`src/rtl/ram2x8_arbiter.sv`:
```
// Round-robin arbiter/sequencer for a 2-word RAM: init sweep of both words, then
// serialises read/write transactions from two requesters onto the single RAM port.
module ram2x8_arbiter #(
  parameter int unsigned      WIDTH      = 8,
  parameter logic [WIDTH-1:0] INIT_VALUE = '0
) (
  input  logic             clk,
  input  logic             clear_n,
  input  logic             req0,
  input  logic             req1,
  input  logic             wr0,
  input  logic             wr1,
  input  logic             addr0,
  input  logic             addr1,
  input  logic [WIDTH-1:0] wdata0,
  input  logic [WIDTH-1:0] wdata1,
  output logic             gnt0,
  output logic             gnt1,
  output logic             ack0,
  output logic             ack1,
  output logic [WIDTH-1:0] rdata,
  output logic             busy,
  output logic             ram_we,
  output logic             ram_addr,
  output logic [WIDTH-1:0] ram_din,
  input  logic [WIDTH-1:0] ram_dout,
  output logic [2:0]       dbg_state_o
);

  // Handshake: a requester holds req/wr/addr/wdata stable until its one-cycle ack;
  // req still high in the IDLE cycle after ack starts a new transaction.
  typedef enum logic [2:0] {
    S_INIT0  = 3'd0,
    S_INIT1  = 3'd1,
    S_IDLE   = 3'd2,
    S_ACCESS = 3'd3,
    S_RESP   = 3'd4
  } state_t;

  state_t           state_q, state_d;
  logic             last_q, last_d;
  logic             id_q, id_d;
  logic             wr_q, wr_d;
  logic             addr_q, addr_d;
  logic [WIDTH-1:0] wdata_q, wdata_d;
  logic [WIDTH-1:0] rdata_q, rdata_d;
  logic             pick;

  always_ff @(posedge clk or negedge clear_n) begin
    if (!clear_n) begin
      state_q <= S_INIT0;
      last_q  <= 1'b1;
      id_q    <= 1'b0;
      wr_q    <= 1'b0;
      addr_q  <= 1'b0;
      wdata_q <= '0;
      rdata_q <= '0;
    end else begin
      state_q <= state_d;
      last_q  <= last_d;
      id_q    <= id_d;
      wr_q    <= wr_d;
      addr_q  <= addr_d;
      wdata_q <= wdata_d;
      rdata_q <= rdata_d;
    end
  end

  always_comb begin
    state_d = state_q;
    last_d  = last_q;
    id_d    = id_q;
    wr_d    = wr_q;
    addr_d  = addr_q;
    wdata_d = wdata_q;
    rdata_d = rdata_q;
    // On a tie the requester not served last wins; otherwise the sole requester.
    pick    = (req0 && req1) ? ~last_q : req1;
    case (state_q)
      S_INIT0: state_d = S_INIT1;
      S_INIT1: state_d = S_IDLE;
      S_IDLE: begin
        if (req0 || req1) begin
          id_d    = pick;
          wr_d    = pick ? wr1 : wr0;
          addr_d  = pick ? addr1 : addr0;
          wdata_d = pick ? wdata1 : wdata0;
          state_d = S_ACCESS;
        end
      end
      S_ACCESS: begin
        if (!wr_q) rdata_d = ram_dout;
        state_d = S_RESP;
      end
      S_RESP: begin
        last_d  = id_q;
        state_d = S_IDLE;
      end
      default: state_d = S_INIT0;
    endcase
  end

  always_comb begin
    ram_we   = 1'b0;
    ram_addr = 1'b0;
    ram_din  = '0;
    case (state_q)
      S_INIT0: begin
        ram_we  = 1'b1;
        ram_din = INIT_VALUE;
      end
      S_INIT1: begin
        ram_we   = 1'b1;
        ram_addr = 1'b1;
        ram_din  = INIT_VALUE;
      end
      S_ACCESS: begin
        ram_we   = wr_q;
        ram_addr = addr_q;
        ram_din  = wdata_q;
      end
      default: ;
    endcase
    // Gate the write strobe so nothing is committed while reset is asserted.
    ram_we = ram_we & clear_n;
  end

  assign gnt0        = ((state_q == S_ACCESS) || (state_q == S_RESP)) && !id_q;
  assign gnt1        = ((state_q == S_ACCESS) || (state_q == S_RESP)) &&  id_q;
  assign ack0        = (state_q == S_RESP) && !id_q;
  assign ack1        = (state_q == S_RESP) &&  id_q;
  assign busy        = (state_q == S_INIT0) || (state_q == S_INIT1);
  assign rdata       = rdata_q;
  assign dbg_state_o = state_q;

endmodule

```
`config.mk`:
```
export PLATFORM = sky130hd
export DESIGN_NAME = ram2x8_arbiter
export DESIGN_NICKNAME = d
export VERILOG_FILES = /design/src/rtl/ram2x8_arbiter.sv
export SDC_FILE = /design/constraint.sdc
export NUM_CORES = 1
export LEC_CHECK = 0
export CAP_MARGIN = 20
export CORE_MARGIN = 2
export CORE_UTILIZATION = 55
export DETAILED_ROUTE_END_ITERATION = 7
export DONT_BUFFER_PORTS = 1
export HOLD_SLACK_MARGIN = 0.06
export PLACE_DENSITY = 0.7
export SETUP_SLACK_MARGIN = 0.2
export SLEW_MARGIN = 10
export SYNTH_ARGS = -nofsm -noshare
export SYNTH_HDL_FRONTEND = slang
export SYNTH_SLANG_ARGS = --single-unit
export TNS_END_PERCENT = 1
```
`constraint.sdc`:
```
create_clock -name clk -period 1.9 [get_ports clk]
set_clock_uncertainty 0.2 [all_clocks]
set_input_delay 0.285 -clock clk [delete_from_list [all_inputs] [get_ports clk]]
set_output_delay 0.285 -clock clk [all_outputs]
set_load 0.05 [all_outputs]
```
-- After elaboration in Yosys (flattened, before gate mapping)
Cells that the tools add are included.
- reduce and logical (&&, ||, !) cells: 14
- muxes and demuxes: 9
- bitwise operators: 3
- eq/ne operators: 5
- operators by type and width (operator ; number):
    $mux W8 ; 2
    $pmux W3 S4 ; 1
    $eq A3 B2 Y1 const B ; 2
    $logic_and A1 B1 Y1 ; 5
    $pmux W1 S2 ; 2
    $reduce_and A2 Y1 ; 2
    $reduce_or A2 Y1 ; 2
    $eq A3 B1 Y1 const B ; 1
    $eq A3 B3 Y1 const B ; 1
    $logic_not A3 Y1 ; 1
    $logic_or A1 B1 Y1 ; 3
    $mux W1 ; 3
    $mux W3 ; 1
    $ne A2 B2 Y1 const B ; 1
    $not A1 Y1 ; 2
    $and A1 B1 Y1 ; 1
    $logic_not A1 Y1 ; 1
- flip-flop bits (word level): 23
- output and inout bits: 26

-- Depth between registers and ports, before layout
Gate-level depths: netlist (run 1).
- depth in word-level cells: 4
- gate-level depth with buffers: 5

-- Worst setup path after synthesis (run 1)
Ideal clock, no wire load.
- path type: flip-flop to output port
- from: reg state_q[1] (netlist: dbg_state_o[1])
- to: out ram_we
- arrival: 2.280 ns
- required time: 1.415 ns
- cell stages (with the launch flop): 5
- setup slack: -0.865 ns
- path through: dfrtp_1 buf_4 nor2_1 a21oi_1 nor2b_1
- longest elaborated chain between the ends: 4
- elaborated cells on any way between the ends: 6
- those cells by class: 2 x eq/ne; 1 x mux; 1 x bitwise; 2 x reduce/logical
- ends and longest elaborated chain (element ; RTL line ; RTL):
    start: declaration ; 40 ; state_t state_q, state_d;
    start signal: assignment ; 59 ; state_q <= state_d;
    $eq A3 B1 Y1 or $logic_not A3 Y1 (tied branches) ; 107 ; case (state_q)
    $reduce_or A2 Y1 (no source line) ; - ;
    $pmux W1 S2 * ; 107 ;
    $and A1 B1 Y1 * ; 125 ; ram_we = ram_we & clear_n;
    end: declaration ; 23 ; output logic ram_we,
Mark *: on every way between the ends. The rest lies on a longest branch, timed or not.

-- Worst setup path after layout (run 1)
- from: reg state_q[0] (netlist: dbg_state_o[0])
- to: out gnt0
- longest elaborated chain between the ends: 3
- elaborated cells on any way between the ends: 4
- those cells by class: 2 x eq/ne; 2 x reduce/logical
- ends and longest elaborated chain (element ; RTL line ; RTL):
    $eq A3 B2 Y1 or $eq A3 B3 Y1 (tied branches) ; 128 ; assign gnt0 = ((state_q == S_ACCESS) || (state_q == S_RESP)) && !id_q;
    $logic_or A1 B1 Y1 * ; 128 ;
    $logic_and A1 B1 Y1 * ; 128 ;
    end: declaration ; 17 ; output logic gnt0,
Marked as above.

==> results.txt, run 1 <==
ANT nets after route - 0
Final min period - 2.05 ns
Post-synth EDFFs - 0
FILL cells - 62
Die ar. - 0.00248 mm^2
Critical-path top delay cell - dfrtp_2
status - finished, violations left
Std-Cell Rows - 16
crit path kind - flip-flop to output port
WP buf/inv - 2
Top delay family on crit path - flip-flops
top cells by area, synth - dfrtp_1 48%, mux2_4 10%, o221a_1 8.8%, nand3b_1 6.5%, and2_1 4.3%
syn_nets - 126
I/O pin count - 58
share of the synthesized area in the top cell type - 0.477
crit end category - output port
DR vias - 1115
area grow syn2layout - 57.2%
CP max stage delay - 0.45 ns
grt ovf - 0
Nets - 174
Worst EP required - 1.41 ns
drt first-iter violations - 72
Max clock buf depth - 2
initial antenna violation count - 0
worst-path cell chain - and3b_2 -> buf_6 -> a21oi_4 -> nor2_4 -> buf_12
Final Wtd Congestion - 0.763
Worst Path Arrival - 1.56 ns
overall power - 3760 uW
ys async rst share - 1.00
# clock sinks - 23
relative slew slack - 0.650
syn avg cell area - 12.3 um^2
Final Slew Violations - 0
count of cell types in the netlist - 27
Antenna diodes - 0
worst hold path type - input port to flip-flop
drt drc - 0
worst-margin pin slew - 0.525 ns
Total GRT Usage - 0.321
Die Wd - 49.8 um
first-pass GRT wire length - 5.82 mm
# H-tree levels - 1
setup violators final - 22
DP HPWL - 1.95 mm
total of max-cap violations - 0
Post-Place Cells - 127
Syn Inst Count - 94
largest net degree at the start of global routing - 24
via/cell ratio - 6.64
Yosys reg bits - 23
Routed WL - 4.74 mm
CTS root buffer - clkbuf_4
Core Region - 0.00196 mm^2
CP Launch Type - flip-flop
CTS Buf Count - 3
DR WL/cell - 28.2 um
R2R setup slack - -0.08 ns
ys flop type - dfrtp_1
fraction of layout cells with a size suffix above 1 - 0.411
Die H - 49.8 um
violated checks - negative setup slack
most area-hungry cell type in the Yosys netlist - dfrtp_1
detailed-router iteration count before antenna repair - 5
maximum clock rate - 488 MHz
vias in the first global route - 1098
Pwr Density - 2070 mW/mm^2
RSZ-0062 raised after global routing - yes
CTS tree - yes
later-pin clock latency in the skew report - 0.31 ns
Mapped Area - 0.00115 mm^2
final non-filler cell total - 168
final worst path period share - 1.08
Crit Path Max Fanout - 7
Pleak - 0.000744 uW
clk slew on worst S/H paths - 0.13 ns
Yosys warnings - 0
Port Buffers - 0
register area share after synthesis - 0.499
final worst setup slack - -0.149 ns
VDD IR-drop max - 0.00204 V
count of final hold-check violations - 0
Initial Util - 0.589
-- placed cells by master (no fill, tap or decap), types with 4 or more instances in the layout --
cell	count
buf_12	4
nand3b_1	10
buf_4	6
nor2_4	4
and2_2	5
mux2_4	8
o221a_1	9
dlygate4sd3_1	32
buf_6	8
dfrtp_1	19
-- tightest hold or removal path, stage by stage --
cell	delay, ns
nand3_2	0.09
buf_6	0.13
o21ai_0	0.09
-- through the flow --
| stage | instance area (um^2) | utilization | setup TNS [ns] | hold WS, ns | setup WS, ns |
|---|---|---|---|---|---|
| floorplan | 1240 | - | 0 | -0.211 | 0.00379 |
| global placement | 1350 | 0.688 | 0 | -0.210 | 0.150 |
| detailed placement | 1350 | 0.688 | 0 | -0.210 | 0.0910 |
| CTS | 1730 | 0.882 | -0.627 | 0.114 | -0.105 |
| global route | 1820 | 0.925 | -2.80 | 0.134 | -0.185 |
| finish | 1820 | 0.925 | -2.19 | 0.127 | -0.149 |
-- cell families after synthesis --
logic type,share of synthesized area
XOR/XNOR,0.00759
AO/OA/AOI/OAI,0.128
multiplexers,0.104
flip-flops,0.499
AND/OR/NAND/NOR,0.209
buffers and inverters,0.0520
-- timing repair --
item	in CTS	in global routing
gates cloned	0	0
hold buffers	31	1
pin swaps	3	4
hold endpoints to repair	42	1
resized for setup	8	13
setup buffers	3	1
endpoints found under the setup margin	32	34
-- flip-flops by register name (all words and copies together), names as in the netlist --
signal and flops:
wdata_q 8, id_q 1, addr_q 1, dbg_state_o 3, last_q 1, wr_q 1, rdata 8
-- final timing paths --
path	startpoint	to	depth (start not counted)
worst max-delay path	dbg_state_o[0]	gnt0	5
worst min-delay path	req1	id_q	3
worst max register to register	dbg_state_o[2]	rdata[2]	5
worst min register to register	wdata_q[6]	wdata_q[6]	1
max in group asynchronous	clear_n	last_q	3
min in group asynchronous	clear_n	rdata[5]	2
-- area by class of cell --
class	count	area (um^2)	share of cell area
Multi-Input combinational cell	62	621	0.342
Tap cell	27	33.8	0.0186
Clock buffer	4	26.3	0.0145
Inverter	1	3.75	0.00207
Sequential cell	23	581	0.320
Timing Repair Buffer	51	551	0.303
-- cell usage after synthesis (2+ instances only) --
master / count
a21oi_1: 2
buf_4: 2
nand3b_1: 10
nor3b_1: 2
nand2_1: 2
buf_2: 3
o21ai_0: 2
nor2_1: 6
dfrtp_1: 22
mux2_4: 8
buf_6: 2
o221a_1: 9
and2_1: 8
nor2b_1: 3
-- where the power goes --
| part | total, uW | internal, uW | switching [uW] |
|---|---|---|---|
| sequential | 1300 | 743 | 557 |
| clock | 235 | 81.9 | 153 |
| combinational | 2230 | 941 | 1280 |
-- layer usage --
layer / up-vias / routed length [um] / GRT usage
li1: 437 / - / -
met1: 523 / 1500 / 0.363
met2: 123 / 2370 / 0.591
met3: 32 / 569 / 0.0727
met4: 0 / 303 / 0.106
met5: - / 0 / 0
(Power assumes the default switching activity.)
==> inputs of run 2 (changes only) <==
--- a/config.mk
+++ b/config.mk
@@ -5,6 +5,7 @@
 export SDC_FILE = /design/constraint.sdc
 export NUM_CORES = 1
 export LEC_CHECK = 0
+export ABC_AREA = 1
 export CAP_MARGIN = 20
 export CORE_MARGIN = 2
 export CORE_UTILIZATION = 55
==> constraint.sdc (replaced) <==
create_clock -name clk -period 1.9 [get_ports clk]
set_clock_uncertainty 0.2 [all_clocks]
set_input_delay 0.19 -clock clk [delete_from_list [all_inputs] [get_ports clk]]
set_output_delay 0.19 -clock clk [all_outputs]
set_load 0.05 [all_outputs]
==> run 2 against run 1 <==
  * The run now fails in clock tree synthesis
  * Synthesized cell count up 78%
  * Synthesized area is 3.1% higher
==> results.txt, run 2 <==
Post-synth EDFFs - 0 (unchanged)
Hold Buf Count CTS - 31 (unchanged)
Syn Inst Count - 167 (was 94)
status - stopped before the end (was finished, violations left)
count of cell types in the netlist - 18 (was 27)
Mapped Area - 0.00119 mm^2 (was 0.00115 mm^2)
share of the synthesized area in the top cell type - 0.462 (was 0.477)
dpl cell area - 0.00160 mm^2 (was 0.00135 mm^2)
syn avg cell area - 7.13 um^2 (was 12.3 um^2)
DP HPWL - 2.18 mm (was 1.95 mm)
# H-tree levels - 1 (unchanged)
Initial Util - 0.595 (was 0.589)
Die H - 50.5 um (was 49.8 um)
ys async rst share - 1.00 (unchanged)
ys flop type - dfrtp_1 (unchanged)
register area share after synthesis - 0.484 (was 0.499)
Die Wd - 50.5 um (was 49.8 um)
CTS resizes - 15 (was 8)
Port Buffers - 0 (unchanged)
Final Wtd Congestion - 0.752 (was 0.763)
CTS Buf Count - 3 (unchanged)
# clock sinks - 23 (unchanged)
failing step - clock tree synthesis
Std-Cell Rows - 16 (unchanged)
syn_nets - 199 (was 126)
Yosys reg bits - 23 (unchanged)
Max clock buf depth - 2 (unchanged)
most area-hungry cell type in the Yosys netlist - dfrtp_1 (unchanged)
CTS root buffer - clkbuf_4 (unchanged)
count leader, synth - nand2_1 (was dfrtp_1)
top cells by area, synth - dfrtp_1 46%, nand2_1 27%, inv_1 5.0%, nand3_1 4.6%, nor2_1 4.1% (was dfrtp_1 48%, mux2_4 10%, o221a_1 8.8%, nand3b_1 6.5%, and2_1 4.3%)
I/O pin count - 58 (unchanged)
Log Error - [ERROR DPL-0038] Utilization greater than 100%, impossible to legalize
top cells by count, synth - 85 x nand2_1, 22 x dfrtp_1, 16 x inv_1, 13 x nor2_1, 11 x nand3_1 (was 22 x dfrtp_1, 10 x nand3b_1, 9 x o221a_1, 8 x and2_1, 8 x mux2_4)
dpl ws - 0.229 ns (was 0.0910 ns)
Yosys warnings - 0 (unchanged)
Post-CTS Setup Bufs - 7 (was 3)
-- run 2: cell count changes after synthesis, sizes merged, moves of 2 or more --
cell    before  now
nand3        1   13
o221a       10    0
nor2         6   16
nand4        0    2
nor2b        4    0
and2         8    0
nand2        2   86
nand3b      10    0
mux2         8    0
nor3b        2    0
inv          1   18
buf          8    4
-- run 2: through the flow --
stage | util | hold slack [ns] | std cells
3_5_place_dp | 0.798 | -0.305 | 210
2_1_floorplan | - | -0.306 | 167
3_3_place_gp | 0.798 | -0.305 | 210
-- run 2: cell families after synthesis --
family	share of synthesized area
AO/OA/AOI/OAI	0.0252
buffers and inverters	0.0788
flip-flops	0.484
AND/OR/NAND/NOR	0.412
==> inputs of run 3 (changes only) <==
--- a/config.mk
+++ b/config.mk
@@ -7,13 +7,11 @@
 export LEC_CHECK = 0
 export ABC_AREA = 1
 export CAP_MARGIN = 20
-export CORE_MARGIN = 2
-export CORE_UTILIZATION = 55
+export CORE_AREA = 2 2 63 65
 export DETAILED_ROUTE_END_ITERATION = 7
+export DIE_AREA = 0 0 65 67
 export DONT_BUFFER_PORTS = 1
-export HOLD_SLACK_MARGIN = 0.06
-export PLACE_DENSITY = 0.7
-export SETUP_SLACK_MARGIN = 0.2
+export PLACE_DENSITY_LB_ADDON = 0.15
 export SLEW_MARGIN = 10
 export SYNTH_ARGS = -nofsm -noshare
 export SYNTH_HDL_FRONTEND = slang
==> run 3 against run 2 <==
  * The flow now finishes without violations
  * Synthesized area is the same
  * Synthesized cell count is the same
==> results.txt, run 3 <==
status - complete, no violations (was stopped before the end)
xor and xnor area share after synthesis - 0 (unchanged)
register area share after synthesis - 0.484 (unchanged)
Yosys warnings - 0 (unchanged)
Syn Inst Count - 167 (unchanged)
Nets - 252
largest net degree at the start of global routing - 24
DR WL/cell - 12.1 um
vias in the first global route - 1251
clk slew on worst S/H paths - 0.08 ns
CTS Buf Count - 3 (unchanged)
Post-CTS Setup Bufs - 0 (was 7)
syn_nets - 199 (unchanged)
Max clock buf depth - 2 (unchanged)
most used routing layer - met2
Core Region - 0.00361 mm^2
top cells by area, synth - dfrtp_1 46%, nand2_1 27%, inv_1 5.0%, nand3_1 4.6%, nor2_1 4.1% (unchanged)
Pleak - 0.000947 uW
DR vias - 1226
multiplexer share of the synthesized area - 0 (unchanged)
Die Wd - 65 um (was 50.5 um)
area grow syn2layout - 51.2%
Final Slew Violations - 0
I/O pin count - 58 (unchanged)
Crit Path Max Fanout - 7
Port Buffers - 0 (unchanged)
top cells by count, synth - 85 x nand2_1, 22 x dfrtp_1, 16 x inv_1, 13 x nor2_1, 11 x nand3_1 (unchanged)
# clock sinks - 23 (unchanged)
Routed WL - 3.23 mm
GR Util met3 - 0.0287
Die ar. - 0.00436 mm^2
dpl cell area - 0.00144 mm^2 (was 0.00160 mm^2)
share of the synthesized area in the top cell type - 0.462 (unchanged)
most area-hungry cell type in the Yosys netlist - dfrtp_1 (unchanged)
maximum clock rate - 549 MHz
Simple-Gate Fraction of Synth Area - 0.412 (unchanged)
worst hold path type - input port to asynchronous set/reset pin
Mapped Area - 0.00119 mm^2 (unchanged)
crit path kind - flip-flop to output port
Worst EP required - 1.51 ns
count of cell types in the netlist - 18 (unchanged)
Total GRT Usage - 0.163
Antenna diodes - 0
ANT nets after route - 0
grt ovf - 0
largest family of logic cells by synthesized area - simple AND/OR/NAND/NOR gates (unchanged)
ys async rst share - 1.00 (unchanged)
Yosys reg bits - 23 (unchanged)
most common cell after layout, fill and taps aside - nand2_1
setup violators final - 0
Std-Cell Rows - 22 (was 16)
Worst Path Arrival - 1.43 ns
Initial Util - 0.330 (was 0.595)
final non-filler cell total - 267
VDD IR-drop max - 0.000597 V
Setup TNS Final - 0 ns
fraction of layout cells with a size suffix above 1 - 0.219
worst-margin pin slew - 0.511 ns
Final Wtd Congestion - 0.785 (was 0.752)
Compound-Gate Fraction of Synth Area - 0.0252 (unchanged)
syn avg cell area - 7.13 um^2 (unchanged)
Post-Place Cells - 232 (was 210)
cell area after layout - 0.00180 mm^2
GRT met2 Usage - 0.282
via/cell ratio - 4.59
# H-tree levels - 1 (unchanged)
relative slew slack - 0.658
count of final hold-check violations - 0
drt first-iter violations - 45
count leader, synth - nand2_1 (unchanged)
later-pin clock latency in the skew report - 0.26 ns
Final min period - 1.82 ns
CTS tree - yes
final worst path period share - 0.959
most frequent cells in the layout - 84 x nand2_1, 30 x dlygate4sd3_1, 20 x dfrtp_1, 19 x buf_4, 15 x inv_1
Die H - 67 um (was 50.5 um)
total of max-cap violations - 0
CTS root buffer - clkbuf_8 (was clkbuf_4)
first-pass GRT wire length - 5.47 mm
drt drc - 0
DP HPWL - 2.12 mm (was 2.18 mm)
crit end category - output port
CP Launch Type - flip-flop
post-synthesis adder-cell area fraction - 0 (unchanged)
Pwr Density - 1710 mW/mm^2
Post-synth EDFFs - 0 (unchanged)
grt met1 use - 0.207
RSZ-0062 raised after global routing - no
detailed-router iteration count before antenna repair - 4
initial antenna violation count - 0
ys flop type - dfrtp_1 (unchanged)
## run 3: critical path: stages, from the launching register on
cell	delay, ns
dfrtp_2	0.45
inv_2	0.11
nand3_2	0.08
buf_4	0.19
a21oi_2	0.19
buf_12	0.16
## run 3: worst paths after layout
kind                                startpoint              to  slack, ns  depth (start not counted)
worst min-delay path                   clear_n  dbg_state_o[1]       0.13                          1
max in group asynchronous              clear_n          last_q       0.82                          2
min in group clk                          req1      wdata_q[6]       0.13                          6
worst min register to register      wdata_q[2]      wdata_q[2]       0.29                          2
worst max-delay path            dbg_state_o[2]            gnt0       0.08                          5
worst max register to register  dbg_state_o[2]        rdata[7]       0.45                          7
## run 3: kinds of logic (layout without fill, tap and decap cells)
group                  count (synthesis)  in the layout
and+or+nand+nor                      117            117
DFF                                   23             23
buffers and inverters                 22             74
AOI/OAI and AO/OA                      5              5
## run 3: area by class of cell
type | count | area, um^2
Clock buffer | 4 | 45.0
Fill cell | 352 | 1810
Inverter | 18 | 67.6
Multi-Input combinational cell | 122 | 551
Sequential cell | 23 | 579
Tap cell | 48 | 60.1
Timing Repair Buffer | 52 | 498
## run 3: stage by stage
stage               hold slack, ns  power (uW)  setup WS [ns]   util
finish                       0.126        3070         0.0779  0.499
global route                 0.141        3310        0.00156  0.499
CTS                          0.125        3090        0.00237  0.494
detailed placement          -0.305        2720          0.301  0.398
global placement            -0.305        2680          0.362  0.398
floorplan                   -0.306        2280         -0.165      -
## run 3: metal layers
layer	wire length, um	vias up
li1	-	609
met3	154	4
met4	32	0
met5	0	-
met1	1410	579
met2	1630	34
## run 3: power breakdown
| part | switching (uW) | internal [uW] | leakage, uW |
|---|---|---|---|
| sequential | 496 | 732 | 0.000280 |
| combinational | 1040 | 513 | 0.000644 |
| clock | 150 | 149 | 0.0000228 |
## run 3: what timing repair did
item / in CTS / in global routing
hold endpoints to repair: 42 / 0
hold buffers: 30 / 0
endpoints found under the setup margin: 0 / 10
resized for setup: 0 / 4
